`src/rtl/fifo_rd_pkg.sv`:
```
// Shared definitions for the FIFO burst reader.
//   rd_state_e        : controller states (IDLE, READ, DRAIN)
//   DEFAULT_BURST_LEN : burst length used when the top is not overridden
//   BUF_DEPTH         : number of entries in the output buffer
package fifo_rd_pkg;

    typedef enum logic [1:0] {
        ST_IDLE  = 2'd0,
        ST_READ  = 2'd1,
        ST_DRAIN = 2'd2
    } rd_state_e;

    localparam int DEFAULT_BURST_LEN = 4;
    localparam int BUF_DEPTH         = 2;

endpackage

```
`src/rtl/fifo_rd_skid.sv`:
```
// Two-entry output buffer between the FIFO read port and the output stream.
// Each entry carries {last, data}.
//   clk, rst   : clock and synchronous active-high reset
//   push       : write push_data into the tail entry
//   push_data  : {last, data} of the captured word
//   pop        : remove the head entry (consumer accepted it)
//   head_data  : {last, data} of the head entry
//   head_valid : buffer holds at least one entry
//   occ        : current number of stored entries (0..2)
module fifo_rd_skid
    import fifo_rd_pkg::*;
#(
    parameter int WIDTH = 33
) (
    input  logic             clk,
    input  logic             rst,
    input  logic             push,
    input  logic [WIDTH-1:0] push_data,
    input  logic             pop,
    output logic [WIDTH-1:0] head_data,
    output logic             head_valid,
    output logic [1:0]       occ
);

    logic [WIDTH-1:0] mem_q [BUF_DEPTH];
    logic [WIDTH-1:0] mem_d [BUF_DEPTH];
    logic             wr_ptr_q, wr_ptr_d;
    logic             rd_ptr_q, rd_ptr_d;
    logic [1:0]       occ_q, occ_d;
    logic             pop_ok, push_ok;

    // Pop is only honoured with data present; push is honoured when there is
    // room, counting the slot freed by a same-cycle pop.
    always_comb begin
        pop_ok   = pop && (occ_q != 2'd0);
        push_ok  = push && ((occ_q != 2'(BUF_DEPTH)) || pop_ok);
        mem_d    = mem_q;
        wr_ptr_d = wr_ptr_q;
        rd_ptr_d = rd_ptr_q;
        occ_d    = occ_q;
        if (push_ok) begin
            mem_d[wr_ptr_q] = push_data;
            wr_ptr_d        = ~wr_ptr_q;
        end
        if (pop_ok) begin
            rd_ptr_d = ~rd_ptr_q;
        end
        if (push_ok && !pop_ok) begin
            occ_d = occ_q + 2'd1;
        end else if (!push_ok && pop_ok) begin
            occ_d = occ_q - 2'd1;
        end
    end

    // Storage is cleared on reset so the head reads as zero afterwards.
    always_ff @(posedge clk) begin
        if (rst) begin
            for (int i = 0; i < BUF_DEPTH; i++) begin
                mem_q[i] <= '0;
            end
            wr_ptr_q <= 1'b0;
            rd_ptr_q <= 1'b0;
            occ_q    <= 2'd0;
        end else begin
            mem_q    <= mem_d;
            wr_ptr_q <= wr_ptr_d;
            rd_ptr_q <= rd_ptr_d;
            occ_q    <= occ_d;
        end
    end

    assign head_data  = mem_q[rd_ptr_q];
    assign head_valid = (occ_q != 2'd0);
    assign occ        = occ_q;

endmodule

```
`src/rtl/fifo_burst_reader.sv`:
```
// Read-side burst controller for the synchronous FIFO. Watches the FIFO flags,
// issues read strobes in bursts of up to BURST_LEN words and forwards the
// returned words on a valid/ready stream, marking the final word of each burst.
//   clk, rst        : clock and synchronous active-high reset
//   enable          : allows new bursts to start
//   flush           : allows a burst to start below the FIFO threshold
//   fifo_rd         : read strobe to the FIFO
//   fifo_data       : FIFO read data, valid the cycle after fifo_rd
//   fifo_empty      : FIFO empty flag
//   fifo_threshold  : FIFO at or above its threshold
//   fifo_underflow  : FIFO underflow flag
//   m_data/m_valid/m_ready/m_last : output stream
//   busy            : controller is not idle
//   err_underflow   : sticky underflow indication
//   word_count      : words accepted on the output, modulo 2^16
module fifo_burst_reader
    import fifo_rd_pkg::*;
#(
    parameter int DATA_W    = 32,
    parameter int BURST_LEN = DEFAULT_BURST_LEN
) (
    input  logic              clk,
    input  logic              rst,
    input  logic              enable,
    input  logic              flush,
    output logic              fifo_rd,
    input  logic [DATA_W-1:0] fifo_data,
    input  logic              fifo_empty,
    input  logic              fifo_threshold,
    input  logic              fifo_underflow,
    output logic [DATA_W-1:0] m_data,
    output logic              m_valid,
    input  logic              m_ready,
    output logic              m_last,
    output logic              busy,
    output logic              err_underflow,
    output logic [15:0]       word_count
);

    localparam logic [7:0] BURST_CNT = 8'(BURST_LEN);

    rd_state_e   state_q, state_d;
    logic [7:0]  rd_cnt_q, rd_cnt_d;
    logic        inflight_q, inflight_d;
    logic        err_underflow_q, err_underflow_d;
    logic [15:0] word_count_q, word_count_d;

    logic              pop;
    logic              cap_last;
    logic              room;
    logic              rd_issue;
    logic [2:0]        ahead;
    logic [DATA_W:0]   head_data;
    logic              head_valid;
    logic [1:0]        occ;

    fifo_rd_skid #(
        .WIDTH (DATA_W + 1)
    ) u_skid (
        .clk        (clk),
        .rst        (rst),
        .push       (inflight_q),
        .push_data  ({cap_last, fifo_data}),
        .pop        (pop),
        .head_data  (head_data),
        .head_valid (head_valid),
        .occ        (occ)
    );

    // Next-state logic. A word returned this cycle is the last of its burst
    // when it completes BURST_LEN reads (rd_cnt already counts it) or when the
    // FIFO ran dry behind it. The occupancy term counts the word still in
    // flight so the two-entry buffer can never overflow.
    always_comb begin
        state_d         = state_q;
        rd_cnt_d        = rd_cnt_q;
        pop             = head_valid && m_ready;
        cap_last        = (rd_cnt_q == BURST_CNT) || fifo_empty;
        ahead           = {1'b0, occ} + {2'b00, inflight_q} - {2'b00, pop};
        room            = (ahead < 3'd2);
        rd_issue        = (state_q == ST_READ) && !fifo_empty &&
                          (rd_cnt_q < BURST_CNT) &&
                          !(inflight_q && cap_last) && room;
        inflight_d      = rd_issue;
        err_underflow_d = err_underflow_q | fifo_underflow;
        word_count_d    = word_count_q + {15'd0, pop};

        if (rd_issue) begin
            rd_cnt_d = rd_cnt_q + 8'd1;
        end

        case (state_q)
            ST_IDLE: begin
                if (enable && !fifo_empty && (fifo_threshold || flush)) begin
                    state_d  = ST_READ;
                    rd_cnt_d = 8'd0;
                end
            end
            ST_READ: begin
                if (inflight_q && cap_last) begin
                    state_d = ST_DRAIN;
                end
            end
            ST_DRAIN: begin
                if ((occ == 2'd0) || ((occ == 2'd1) && pop)) begin
                    state_d = ST_IDLE;
                end
            end
            default: begin
                state_d = ST_IDLE;
            end
        endcase
    end

    // State registers; reset also discards any word still in flight.
    always_ff @(posedge clk) begin
        if (rst) begin
            state_q         <= ST_IDLE;
            rd_cnt_q        <= 8'd0;
            inflight_q      <= 1'b0;
            err_underflow_q <= 1'b0;
            word_count_q    <= 16'd0;
        end else begin
            state_q         <= state_d;
            rd_cnt_q        <= rd_cnt_d;
            inflight_q      <= inflight_d;
            err_underflow_q <= err_underflow_d;
            word_count_q    <= word_count_d;
        end
    end

    assign fifo_rd       = rd_issue;
    assign m_data        = head_data[DATA_W-1:0];
    assign m_last        = head_data[DATA_W] && head_valid;
    assign m_valid       = head_valid;
    assign busy          = (state_q != ST_IDLE);
    assign err_underflow = err_underflow_q;
    assign word_count    = word_count_q;

endmodule

```
`config.mk`:
```
export PLATFORM = sky130hd
export DESIGN_NAME = fifo_burst_reader
export DESIGN_NICKNAME = d
export VERILOG_FILES = /design/src/rtl/fifo_rd_pkg.sv /design/src/rtl/fifo_rd_skid.sv /design/src/rtl/fifo_burst_reader.sv
export SDC_FILE = /design/constraint.sdc
export NUM_CORES = 1
export LEC_CHECK = 0
export BUFFER_PORTS_ARGS = -buffer_cell sky130_fd_sc_hd__buf_2
export CAP_MARGIN = 30
export CORE_ASPECT_RATIO = 0.8
export CORE_MARGIN = 4
export CORE_UTILIZATION = 59
export CTS_CLUSTER_DIAMETER = 30
export DETAILED_ROUTE_END_ITERATION = 12
export HOLD_SLACK_MARGIN = 0.08
export PLACE_DENSITY = 0.87
export SYNTH_ARGS = -nofsm -noshare
export SYNTH_HDL_FRONTEND = slang
export SYNTH_HIERARCHICAL = 1
export SYNTH_SLANG_ARGS = --single-unit
```
`constraint.sdc`:
```
create_clock -name clk -period 5.25 [get_ports clk]
set_input_delay 1.05 -clock clk [delete_from_list [all_inputs] [get_ports clk]]
set_output_delay 1.05 -clock clk [all_outputs]
set_load 0.005 [all_outputs]
```
==> results of run 1 <==
cell type report:
cell class	instances	area (µm²)
flip-flops and latches	98	1960
well taps	105	131
inverters	6	22.5
clock inverters	6	65.1
multi-input cells	349	2450
clock buffers	10	138
fillers	585	2200
repair buffers	98	529
where the power goes:
part	total, mW	internal, mW	switching [mW]	leakage (nW)
clock network	0.490	0.234	0.256	0.103
registers	0.757	0.751	0.00589	0.790
logic	0.0907	0.0431	0.0476	1.49
through the flow:
stage	std cells	hold WS [ps]	setup WS, ps	power (mW)
2_1_floorplan	485	431	1590	0.831
6_report	672	469	1250	1.34
4_1_cts	672	472	1250	1.35
5_1_grt	672	504	1100	1.39
3_3_place_gp	654	441	1340	0.861
3_5_place_dp	656	445	1260	0.865
per-layer routing:
metal / part of all wire, % / global-route usage (%) / vias up
met3: 5.8 / 5.71 / 11
met1: 45 / 28.6 / 1620
met2: 48 / 36.4 / 90
met4: 1.1 / 5.34 / 0
met5: 0 / 0 / -
li1: - / - / 1814
flip-flops by register name, indices dropped and copies added, names as in the netlist:
register and count:
state_q 2, rd_cnt_q 8, u_skid/mem_q 66, word_count 16, u_skid/rd_ptr_q 1, err_underflow 1
u_skid/wr_ptr_q 1, inflight_q 1, u_skid/occ 2
cells in the mapped netlist (all sizes together), types with 2 or more instances:
library cell	n	share of area (%)
and2	9	1.2
or2	4	0.54
nor2b	34	4.6
nand2b	68	9.3
buf	9	1.6
and4	3	0.63
or3	6	0.93
o21ai	74	8.1
ha	4	1.1
or4	2	0.33
nand4	6	0.95
a21oi	9	0.98
nor3	3	0.33
dfxtp	98	43
mux2i	33	7.2
xor2	15	2.9
nand3	6	0.93
nor2	22	1.8
nand2	6	0.49
clkbuf	23	2.1
mux2	33	8.1
inv	6	0.49
layout by cell type (no fill, tap or decap), types with 2 or more instances in the layout:
cell type	count
and4_1	2
or3_1	5
buf_4	4
buf_2	92
a21oi_1	9
or4_1	2
nand2_1	6
nor2_1	22
or2_2	3
nand4_1	5
dfxtp_1	98
nor2b_1	34
o21ai_0	67
clkbuf_8	10
clkinv_2	2
nand3_1	5
nand2b_1	68
xor2_1	15
inv_1	6
and2_1	9
mux2_2	33
mux2i_1	33
nor3_1	2
o21ai_1	7
ha_1	4
cells by family after synthesis:
| family | count (synthesis) | share of synthesized area [%] |
|---|---|---|
| AOI/OAI and AO/OA | 88 | 10.4 |
| xor gates and xnor gates | 16 | 3.05 |
| adders and majority gates | 5 | 1.52 |
| buffers and inverters | 38 | 4.19 |
| DFF | 98 | 42.7 |
| muxes | 66 | 15.3 |
| and+or+nand+nor | 174 | 22.8 |
how the worst max path moves through the flow:
stage                     startpoint       to  slack [ps]  cells past startpoint
final                        m_ready  fifo_rd        1250                      9
after global routing         m_ready  fifo_rd        1100                      9
after CTS                    m_ready  fifo_rd        1250                      9
after detailed placement     m_ready  fifo_rd        1260                      9
after global placement       m_ready  fifo_rd        1340                      9
after floorplan              m_ready  fifo_rd        1590                      7
==> results by group, run 1 <==
CTS
  • Worst-Skew Late Latency: 360 ps
  • Hold-fix buffer count after cts: 0
  • TritonCTS Buffers: 9
  • Number of gates resized after CTS: 0
  • CTS tree: built
  • Post-CTS setup buffer count: 0
  • Clk pin slew, worst setup/hold paths: 90 ps
  • H-Tree Depth: 3
  • Clock tree buffer depth: 2
  • Root Driver: clkbuf_8
  • CTS sink cnt: 98

Routing
  • DR vias/cell: 5.26
  • Vias: 3535
  • DRC: 0
  • DRT antenna net count: 0
  • Total Wirelength: 9.87 mm
  • DR iter-0 viols: 149
  • Drt first pass iters: 5
  • WL per Instance: 14.7 µm

Global route
  • Grt ovf: 0
  • Largest net degree at the start of global routing: 79
  • First-pass GRT wire length: 16.4 mm
  • Number of global-route vias before repair: 3488
  • Tot GR Track Use: 21.8%
  • Antenna violations before repair: 0

Timing
  • Clock Skews: 6.05 ps
  • Worst slew margin: 48.9%
  • Slew Viols, Final: 0
  • Setup tns final: 0 ps
  • Worst-Margin Slew: 767 ps
  • Final period util: 76.1%
  • Unrepaired setup endpoints after global routing: false
  • Fin crit period: 4000 ps
  • Fmax: 0.250 GHz
  • Final setup fails: 0
  • Final hold violations: 0

Die
  • Die W: 107 µm
  • Placeable Area: 7500 µm²
  • Io pins: 93
  • Height of the die: 86.9 µm
  • # rows: 28
  • DIE AREA: 9270 µm²
  • Initial Utilization: 61.3%

Layout
  • Final nets: 607
  • Antenna Cells: 0
  • Fraction of layout cells with a size suffix above 1: 28.0%
  • Design area: 5300 µm²
  • Core Util, Final: 70.7%
  • Area grow syn2layout: 15.3%

Power and ir drop
  • Leakage power: 2.38 nW
  • Peak supply drop: 0.000178 V
  • Power density over cell area: 252 nW/µm²

Worst setup path
  • CP max-delay cell: or4_1
  • Crit path capture type: primary output
  • Reg-to-reg slack, setup: 2640 ps
  • Worst Path Arrival: 2950 ps
  • WP data required: 4200 ps
  • Crit Path Class: in -> out
  • Critical path buffers and inverters: 2
  • Maximum fanout along the worst path: 5
  • Worst-path cell chain: buf_2, nand2_1, nor2_1, o21ai_1, fa_1, nand2b_1, or4_1, nor2_1, buf_2
  • Worst flop-to-flop path startpoint: u_skid/occ[1]$_SDFFE_PP0P_
  • R2r worst-path depth: 9
  • Critical path's top delay family: simple AND/OR/NAND/NOR gates
  • CP peak stage delay: 540 ps
  • Reg2Reg Capture Point: rd_cnt_q[0]$_SDFF_PP0_
  • CP startpoint kind: input pin

Synthesis
  • Post-synthesis sequential area ratio: 42.7%
  • Syn. warnings: 6
  • Main synth FF type: dfxtp_1
  • Synthesized area: 4600 µm²
  • Flops & latches, synth: 98
  • Post-synth EDFFs: 0
  • Count of cell types in the netlist: 43
  • Post-synthesis net count: 530
  • Cells after synthesis: 485
  • Mean Syn Cell Area: 9.48 µm²
  • Asr flop ratio synth: 0%

Hold path
  • Hold path depth: 1
  • Worst Hold Path EP: rd_cnt_q[6]$_SDFF_PP0_
  • Hold Path Class: reg -> reg
  • Hold wc startpoint: rd_cnt_q[6]$_SDFF_PP0_

Job
  • Maxcap violations: 0

Placed design
  • Detail Placement HPWL: 6.60 mm
  • IO Port Bufs: 92
  • Area after DPL: 5100 µm²
  • Gpl congestion: 0.816

Outcome
  • Status: complete, no violations
No activity file was read; power rests on OpenSTA's default activity.
==> run 2, diff against run 1 <==
CORE_UTILIZATION = 55   (was 59)
PLACE_DENSITY = 0.82   (was 0.87)
clock period = 4.11 ns   (was 5.25 ns; I/O delays follow)
==> run 2 against run 1 <==
Power grew 27%; via count grew 1.7%; sequential cell count is the same; non-clock buffer count grew 1; clock skew grew 3.7 ps; clock power grew 25%; die area grew 6.7%; sequential share of layout area shrank 0.12 points; largest cell class unchanged; highest routed layer unchanged.
==> results by group, run 2 (same netlist as run 1, synthesis figures left out) <==
Global route
  • Antenna violations before repair: 0
  • First-pass GRT wire length: 16.3 mm
  • Largest net degree at the start of global routing: 72
  • Tot GR Track Use: 19.9%
  • Number of global-route vias before repair: 3592
  • Grt ovf: 0

Routing
  • DRC: 0
  • DR iter-0 viols: 201
  • DR vias/cell: 5.32
  • WL per Instance: 14.3 µm
  • DRT antenna net count: 0
  • Vias: 3594
  • Total Wirelength: 9.69 mm
  • Drt first pass iters: 4

CTS
  • Clock tree buffer depth: 2
  • Root Driver: clkbuf_8
  • CTS tree: built
  • Worst-Skew Late Latency: 340 ps
  • Post-CTS setup buffer count: 0
  • CTS sink cnt: 98
  • TritonCTS Buffers: 9
  • H-Tree Depth: 3
  • Clk pin slew, worst setup/hold paths: 90 ps
  • Hold-fix buffer count after cts: 0
  • Number of gates resized after CTS: 0

Timing
  • Unrepaired setup endpoints after global routing: false
  • Final hold violations: 0
  • Worst slew margin: 41.0%
  • Setup tns final: 0 ps
  • Fmax: 0.270 GHz
  • Clock Skews: 9.74 ps
  • Worst-Margin Slew: 884 ps
  • Slew Viols, Final: 0
  • Final period util: 90.1%
  • Final setup fails: 0
  • Fin crit period: 3700 ps

Worst setup path
  • WP data required: 3290 ps
  • Worst Path Arrival: 2880 ps
  • Crit path capture type: primary output
  • Maximum fanout along the worst path: 8
  • CP startpoint kind: flop
  • Crit Path Class: reg -> out

Die
  • Initial Utilization: 57.3%
  • Io pins: 93
  • # rows: 29
  • Placeable Area: 8020 µm²
  • Die W: 110 µm
  • Height of the die: 89.8 µm
  • DIE AREA: 9890 µm²

Layout
  • Most flops, register: u_skid/mem_q
  • Largest register FFs: 66
  • Area grow syn2layout: 15.7%
  • Register area: 1960 µm²
  • Final nets: 608
  • Antenna Cells: 0
  • Multi-input gate area: 2450 µm²
  • Commonest non-fill, non-tap cell in the layout: dfxtp_1
  • Fill cell count: 651
  • Fraction of layout cells with a size suffix above 1: 27.8%
  • Most frequent cells in the layout: dfxtp_1, buf_2, nand2b_1

Placed design
  • Detail Placement HPWL: 6.56 mm
  • IO Port Bufs: 92
  • Gpl congestion: 0.748

Power and ir drop
  • Power consumption: 1.70 mW
  • Peak supply drop: 0.000212 V
  • Leakage power: 2.38 nW
  • Power density over cell area: 319 nW/µm²

Hold path
  • Hold Path Class: reg -> reg

Outcome
  • Status: complete, no violations

Job
  • Maxcap violations: 0
run 2: cell types whose count changed in the layout (fill, tap and decap cells not counted):
cell / previous run / this run
clkinv_2: 2 / 1
buf_12: 0 / 1
clkbuf_1: 0 / 2
inv_6: 1 / 0
run 2: where the power goes:
group / internal [mW] / switching (mW) / leakage (nW) / total (mW)
sequential: 0.959 / 0.00753 / 0.790 / 0.967
clock: 0.299 / 0.315 / 0.0966 / 0.614
combinational: 0.0558 / 0.0602 / 1.49 / 0.116
total: 1.31 / 0.382 / 2.38 / 1.70
run 2: cell type report:
type                            count  area share (%)
Clock buffer                       12            2.73
Multi-Input combinational cell    349            46.1
Tap cell                          108            2.54
Inverter                            6           0.424
Clock inverter                      4           0.965
Timing Repair Buffer               99            10.3
Sequential cell                    98            36.9
run 2: worst paths after layout:
path                                                  from                            end  slack, ps  cells after the start
worst max register to register  u_skid/occ[1]$_SDFFE_PP0P_  u_skid/mem_q[61]$_SDFFE_PP0P_       1380                      8
worst max-delay path            u_skid/occ[1]$_SDFFE_PP0P_                        fifo_rd        410                      9
worst min-delay path                rd_cnt_q[6]$_SDFF_PP0_         rd_cnt_q[6]$_SDFF_PP0_        470                      1
worst min register to register      rd_cnt_q[6]$_SDFF_PP0_         rd_cnt_q[6]$_SDFF_PP0_        470                      1
run 2: critical path: stages, from the launching register on:
cell	delay (ps)
dfxtp_1	500
or2_2	210
nand2_1	130
nor2_1	220
o21ai_1	130
fa_1	500
nand2b_1	70
or4_1	540
nor2_1	120
buf_2	120
run 2: metrics by stage:
stage / setup slack, ps / instances / hold slack [ps] / util [%] / instance area (µm²)
2_1_floorplan: 902 / 485 / 431 / - / 4600
3_3_place_gp: 646 / 658 / 441 / 63.4 / 5080
3_5_place_dp: 562 / 660 / 449 / 63.8 / 5120
4_1_cts: 404 / 676 / 472 / 66.3 / 5320
5_1_grt: 206 / 676 / 492 / 66.3 / 5320
6_report: 405 / 676 / 465 / 66.3 / 5320
run 2: per-layer routing:
layer  routed length (µm)  vias up  global-route usage, %
met2                 4660      106                   33.2
met4                   65        0                   6.05
met1                 4360     1681                   25.4
met3                  608        8                   4.58
li1                     -     1799                      -
met5                    0        -                      0
